--- config.mk ---
export PLATFORM = sky130hd
export DESIGN_NAME = rom_loader_flat
export DESIGN_NICKNAME = d
export VERILOG_FILES = /design/src/rtl/rom_loader_if.sv /design/src/rtl/rom_loader.sv /design/src/flat_wrapper.sv
export SDC_FILE = /design/constraint.sdc
export NUM_CORES = 1
export LEC_CHECK = 0
export BUFFER_PORTS_ARGS = -buffer_cell sky130_fd_sc_hd__buf_2
export CAP_MARGIN = 15
export CORE_UTILIZATION = 55
export DETAILED_ROUTE_END_ITERATION = 6
export PLACE_DENSITY = 0.82
export SETUP_SLACK_MARGIN = 0.5
export SLEW_MARGIN = 10
export SYNTH_ARGS = -nofsm -noshare
export SYNTH_HDL_FRONTEND = slang
export SYNTH_SLANG_ARGS = --single-unit
--- constraint.sdc ---
create_clock -name clk -period 5.1 [get_ports clk]
set_input_delay 0.51 -clock clk [delete_from_list [all_inputs] [get_ports clk]]
set_output_delay 0.51 -clock clk [all_outputs]
set_load 0.01 [all_outputs]
--- src/rtl/rom_loader_if.sv ---
// rom_loader_if: command, byte-stream and ROM loader-port signals of rom_loader.
interface rom_loader_if #(parameter int ADDR_W = 16);
  logic              cmd_start;
  logic [ADDR_W-1:0] cmd_base;
  logic [ADDR_W:0]   cmd_len;
  logic              cmd_abort;
  logic [7:0]        in_data;
  logic              in_valid;
  logic              in_ready;
  logic              loader_act;
  logic [ADDR_W-1:0] loader_a;
  logic [7:0]        loader_d;
  logic              loader_wr;
  logic              busy;
  logic              done;
  logic [7:0]        csum;
  modport master (
    output cmd_start, cmd_base, cmd_len, cmd_abort, in_data, in_valid,
    input  in_ready, loader_act, loader_a, loader_d, loader_wr, busy, done, csum
  );
  modport slave (
    input  cmd_start, cmd_base, cmd_len, cmd_abort, in_data, in_valid,
    output in_ready, loader_act, loader_a, loader_d, loader_wr, busy, done, csum
  );
endinterface

--- src/rtl/rom_loader.sv ---
// rom_loader: streams bytes into the boot ROM loader port with auto-incrementing address.
// Optional checksum output is built only when ROM_LOADER_CSUM_EN is defined.
module rom_loader #(parameter int ADDR_W = 16) (
  input  logic         clk,
  input  logic         rst_n,
  rom_loader_if.slave  bus
);
  typedef enum logic [1:0] {IDLE, LOAD, TAIL, FIN} state_e;
  state_e            state_q, state_d;
  logic [ADDR_W-1:0] addr_q, addr_d, la_q, la_d;
  logic [ADDR_W:0]   remain_q, remain_d;
  logic [7:0]        ld_q, ld_d;
  logic              wr_q, wr_d, act_q, act_d, done_q, done_d;
  logic              accept, go;
  assign bus.in_ready   = state_q == LOAD && !bus.cmd_abort;
  assign accept         = bus.in_ready && bus.in_valid;
  assign go             = state_q == IDLE && bus.cmd_start && !bus.cmd_abort;
  assign bus.loader_act = act_q;
  assign bus.loader_a   = la_q;
  assign bus.loader_d   = ld_q;
  assign bus.loader_wr  = wr_q;
  assign bus.busy       = state_q != IDLE;
  assign bus.done       = done_q;
  always_comb begin
    state_d  = state_q;
    addr_d   = addr_q;
    remain_d = remain_q;
    la_d     = la_q;
    ld_d     = ld_q;
    wr_d     = accept;
    done_d   = 1'b0;
    if (bus.cmd_abort) state_d = IDLE;
    else case (state_q)
      IDLE: if (go) begin
        done_d   = bus.cmd_len == '0;
        state_d  = bus.cmd_len == '0 ? IDLE : LOAD;
        addr_d   = bus.cmd_base;
        remain_d = bus.cmd_len;
      end
      LOAD: if (accept) begin
        la_d     = addr_q;
        ld_d     = bus.in_data;
        addr_d   = addr_q + ADDR_W'(1);
        remain_d = remain_q - (ADDR_W+1)'(1);
        state_d  = remain_q == (ADDR_W+1)'(1) ? TAIL : LOAD;
      end
      TAIL: begin
        state_d = FIN;
        done_d  = 1'b1;
      end
      default: state_d = IDLE;
    endcase
    // FIN keeps the port owned for one cycle after the final strobe
    act_d = state_d != IDLE;
  end
  always_ff @(posedge clk or negedge rst_n)
    if (!rst_n) begin
      state_q  <= IDLE;
      addr_q   <= '0;
      remain_q <= '0;
      la_q     <= '0;
      ld_q     <= '0;
      wr_q     <= 1'b0;
      act_q    <= 1'b0;
      done_q   <= 1'b0;
    end else begin
      state_q  <= state_d;
      addr_q   <= addr_d;
      remain_q <= remain_d;
      la_q     <= la_d;
      ld_q     <= ld_d;
      wr_q     <= wr_d;
      act_q    <= act_d;
      done_q   <= done_d;
    end
`ifdef ROM_LOADER_CSUM_EN
  logic [7:0] csum_q, csum_d;
  assign csum_d   = go && bus.cmd_len != '0 ? 8'h00 : accept ? csum_q + bus.in_data : csum_q;
  assign bus.csum = csum_q;
  always_ff @(posedge clk or negedge rst_n)
    if (!rst_n) csum_q <= 8'h00;
    else csum_q <= csum_d;
`else
  assign bus.csum = 8'h00;
`endif
endmodule

--- src/flat_wrapper.sv ---
// flat-port wrapper written by rule: the top's interface ports become plain ports
module rom_loader_flat 
#(parameter int ADDR_W = 16)
  (clk, rst_n, bus_cmd_start, bus_cmd_base, bus_cmd_len, bus_cmd_abort, bus_in_data, bus_in_valid, bus_in_ready, bus_loader_act, bus_loader_a, bus_loader_d, bus_loader_wr, bus_busy, bus_done, bus_csum);
  rom_loader_if #(.ADDR_W(ADDR_W)) bus_i ();
  input  logic clk;
  input  logic rst_n;
  input wire logic [$bits(bus_i.cmd_start)-1:0] bus_cmd_start;
  input wire logic [$bits(bus_i.cmd_base)-1:0] bus_cmd_base;
  input wire logic [$bits(bus_i.cmd_len)-1:0] bus_cmd_len;
  input wire logic [$bits(bus_i.cmd_abort)-1:0] bus_cmd_abort;
  input wire logic [$bits(bus_i.in_data)-1:0] bus_in_data;
  input wire logic [$bits(bus_i.in_valid)-1:0] bus_in_valid;
  output wire logic [$bits(bus_i.in_ready)-1:0] bus_in_ready;
  output wire logic [$bits(bus_i.loader_act)-1:0] bus_loader_act;
  output wire logic [$bits(bus_i.loader_a)-1:0] bus_loader_a;
  output wire logic [$bits(bus_i.loader_d)-1:0] bus_loader_d;
  output wire logic [$bits(bus_i.loader_wr)-1:0] bus_loader_wr;
  output wire logic [$bits(bus_i.busy)-1:0] bus_busy;
  output wire logic [$bits(bus_i.done)-1:0] bus_done;
  output wire logic [$bits(bus_i.csum)-1:0] bus_csum;
  assign bus_i.cmd_start = bus_cmd_start;
  assign bus_i.cmd_base = bus_cmd_base;
  assign bus_i.cmd_len = bus_cmd_len;
  assign bus_i.cmd_abort = bus_cmd_abort;
  assign bus_i.in_data = bus_in_data;
  assign bus_i.in_valid = bus_in_valid;
  assign bus_in_ready = bus_i.in_ready;
  assign bus_loader_act = bus_i.loader_act;
  assign bus_loader_a = bus_i.loader_a;
  assign bus_loader_d = bus_i.loader_d;
  assign bus_loader_wr = bus_i.loader_wr;
  assign bus_busy = bus_i.busy;
  assign bus_done = bus_i.done;
  assign bus_csum = bus_i.csum;
  rom_loader #(.ADDR_W(ADDR_W)) u_core (.clk(clk), .rst_n(rst_n), .bus(bus_i));
endmodule
==> results.json <==
{
  "drt_wl_total_mm": 7.79,
  "nNetsFinal": 457,
  "io_pins": 83,
  "yosysTopAreaCell": "dfrtp_1",
  "fmax_ghz": 0.453,
  "use_met1_pct": 36.0,
  "power.leakage_nw": 1.67,
  "peakVddDrop_v": 0.000365,
  "ctsHtreeMaxLevel": 3,
  "worstPathArrival_ns": 1.70,
  "clockPowerShare_pct": 25.8,
  "postCtsHoldBufs": 0,
  "setup_violations": 0,
  "yosysMostFrequentCell": "dfrtp_1",
  "holdWs_ns": 0.313,
  "cts.path.max_buffers": 2,
  "rows": 27,
  "hold_class": "primary input to async pin",
  "vias_per_cell": 6.17,
  "grtUsageMet2_pct": 42.0,
  "worst_ep_required_time_ns": 4.59,
  "period_needed_ns": 2.21,
  "diodes": 0,
  "p_comb_share_pct": 28.8,
  "root_buffer": "clkbuf_8",
  "grt_first_pass_wirelength_mm": 13.0,
  "synth_edf_count": 0,
  "end_kind": "primary output",
  "rsz0062_at_grt": "no",
  "antenna_found_initial": 0,
  "dpl.cell_count": 469,
  "cap_violations": 0,
  "clk_latency_ns": 0.34,
  "p_sw_mw": 0.600,
  "overflow": 0,
  "cts_buffers": 9,
  "drt_iter0_drc": 287,
  "slew_viol_final": 0,
  "cp-start-kind": "flop",
  "path_clk_slew_ns": 0.07,
  "slowest_stage": "dfrtp_1",
  "netlist_top_cells_area": "dfrtp_1 (47%), mux2_2 (7.8%), a21oi_1 (3.8%)",
  "wl_per_cell_um": 16.1,
  "skew_ns": 0.0129,
  "synth_top_cell_area_share_pct": 46.9,
  "synth-seq-cells": 62,
  "post_cts.repair.setup_buffers": 0,
  "slowest_delay_ns": 0.57,
  "internal_power_mw": 1.12,
  "grt_max_degree": 63,
  "core_area_um2": 5640,
  "path_cells": "nand2b_1 -> buf_4 -> nor2_1 -> buf_2",
  "cts_resized": 0,
  "gp_congestion": 0.844,
  "fin_tns_setup_ns": 0,
  "cpLargestDelayFamily": "flip-flops",
  "drive_above_1_share_pct": 30.5,
  "fill_cells": 452,
  "netlist_instances": 345,
  "netlist_area_um2": 3310,
  "p_sw_share_pct": 34.9,
  "grt_pass1_vias": 2739,
  "yosys_warnings": 0,
  "slew-limit-headroom_pct": 47.8,
  "num_vias": 2991,
  "synthFlopType": "dfrtp_1",
  "dieArea_um2": 6330,
  "drc": 0,
  "status": "finished, final reports clean",
  "die_h_um": 79.5,
  "crit_fanout": 39,
  "yosys-top-cells-count": "dfrtp_1 (62), a21oi_1 (25), clkbuf_1 (25), nand2_1 (24), o21ai_0 (24)",
  "start_util_pct": 58.6,
  "drt_first_pass_iters": 5,
  "path_class": "flop to primary output",
  "avgSynthCellArea_um2": 9.59,
  "synth_cell_types": 51,
  "grt.busiest_layer": "met2",
  "ant_nets": 0,
  "critPathBufInv": 2,
  "cts_tree": "yes",
  "tightest_slew_ns": 0.783,
  "seqPwrFrac_pct": 45.4,
  "fin_util_pct": 69.1,
  "syn_to_final_growth_pct": 17.9,
  "clock-sinks": 62,
  "use_met3_pct": 6.86,
  "yosysSeqAreaShare_pct": 46.9,
  "port-buffer-count": 74,
  "fin_crit_sh_pct": 43.3,
  "hpwl_mm": 5.19,
  "synth-async-reset-ratio_pct": 100,
  "track_usage_pct": 26.7,
  "final_hold_viol_count": 0,
  "die_w_um": 79.5,
  "power_density_nw_per_um2": 441,
  "final_cells": 485
}
[sequential cells by signal (all words and copies together) (netlist names)]
name,flops
u_core.bus.loader_wr,1
u_core.bus.loader_act,1
u_core.addr_q,16
u_core.state_q,2
u_core.bus.loader_d,8
u_core.remain_q,17
u_core.bus.done,1
u_core.bus.loader_a,16
[layout make-up]
cell class	instances	area, µm²	share of cell area, %
Inverter	7	26.3	0.674
Tap cell	72	90.1	2.31
Sequential cell	62	1550	39.8
Clock buffer	10	138	3.53
Multi-Input combinational cell	248	1610	41.2
Timing Repair Buffer	80	415	10.7
Clock inverter	6	70.1	1.80
[placed cells by master (no fill, tap or decap), drive strengths merged, types with 2 or more instances in the layout]
cell	synthesis	routed
a21oi	25	25
a22oi	5	5
a2bb2oi	4	4
a31oi	3	3
and2	4	4
and3	3	3
buf	10	80
clkbuf	25	10
clkinvlp	0	3
conb	1	8
dfrtp	62	62
ha	3	3
inv	7	8
mux2	23	23
mux2i	4	4
nand2	24	24
nand2b	2	2
nand3	11	11
nand4	8	8
nor2	22	22
nor3	10	10
nor4	11	11
o211ai	5	5
o21a	2	2
o21ai	24	24
o22a	2	2
o22ai	6	6
o2bb2ai	6	6
o311ai	4	4
o31ai	2	2
o32ai	3	3
o41ai	3	3
or3	5	5
or4	3	3
[power groups by stage]
stage	clock network, mW	registers (mW)	logic, mW
after global placement	0	0.776	0.477
final	0.444	0.782	0.496
after detailed placement	0	0.788	0.494
after CTS	0.452	0.780	0.498
after global routing	0.476	0.809	0.547
after floorplan	0	0.797	0.295
[metrics by stage]
stage	power, mW	area, µm²	worst slack [ns]
floorplan	1.09	3330	2.94
global placement	1.25	3690	2.96
detailed placement	1.28	3690	2.92
CTS	1.73	3900	2.86
global route	1.83	3900	2.78
finish	1.72	3900	2.89
[routing by layer]
| layer | routed length, µm | vias to the layer above |
|---|---|---|
| li1 | - | 1404 |
| met1 | 3350 | 1427 |
| met2 | 3840 | 147 |
| met3 | 491 | 13 |
| met4 | 110 | 0 |
| met5 | 0 | - |
[path summary, 6_finish.rpt]
kind	endpoint	cells past startpoint	from	slack [ns]
worst max-delay path	bus_in_ready	4	u_core.state_q[1]$_DFF_PN0_	2.89
worst min-delay path	u_core.state_q[1]$_DFF_PN0_	2	rst_n	0.31
worst max register to register	u_core.remain_q[15]$_DFFE_PN0P_	4	u_core.remain_q[6]$_DFFE_PN0P_	2.89
worst min register to register	u_core.remain_q[7]$_DFFE_PN0P_	1	u_core.remain_q[7]$_DFFE_PN0P_	0.50
max in group asynchronous	u_core.bus.loader_a[0]$_DFFE_PN0P_	2	rst_n	4.24
min in group clk	u_core.bus.loader_d[0]$_DFFE_PN0P_	2	bus_in_data[0]	0.40
[cell families (layout without fill, tap and decap cells)]
| group | after synthesis | count (layout) | synth area share [%] |
|---|---|---|---|
| buffers and inverters | 42 | 103 | 5.94 |
| AO/OA/AOI/OAI | 97 | 97 | 18.9 |
| flip-flops | 62 | 62 | 46.9 |
| multiplexers | 27 | 27 | 9.04 |
| other | 1 | 8 | 0.113 |
| adder cells (fa/ha/maj) | 3 | 3 | 1.14 |
| AND/OR/NAND/NOR | 113 | 113 | 17.9 |
(Power assumes the default switching activity.)
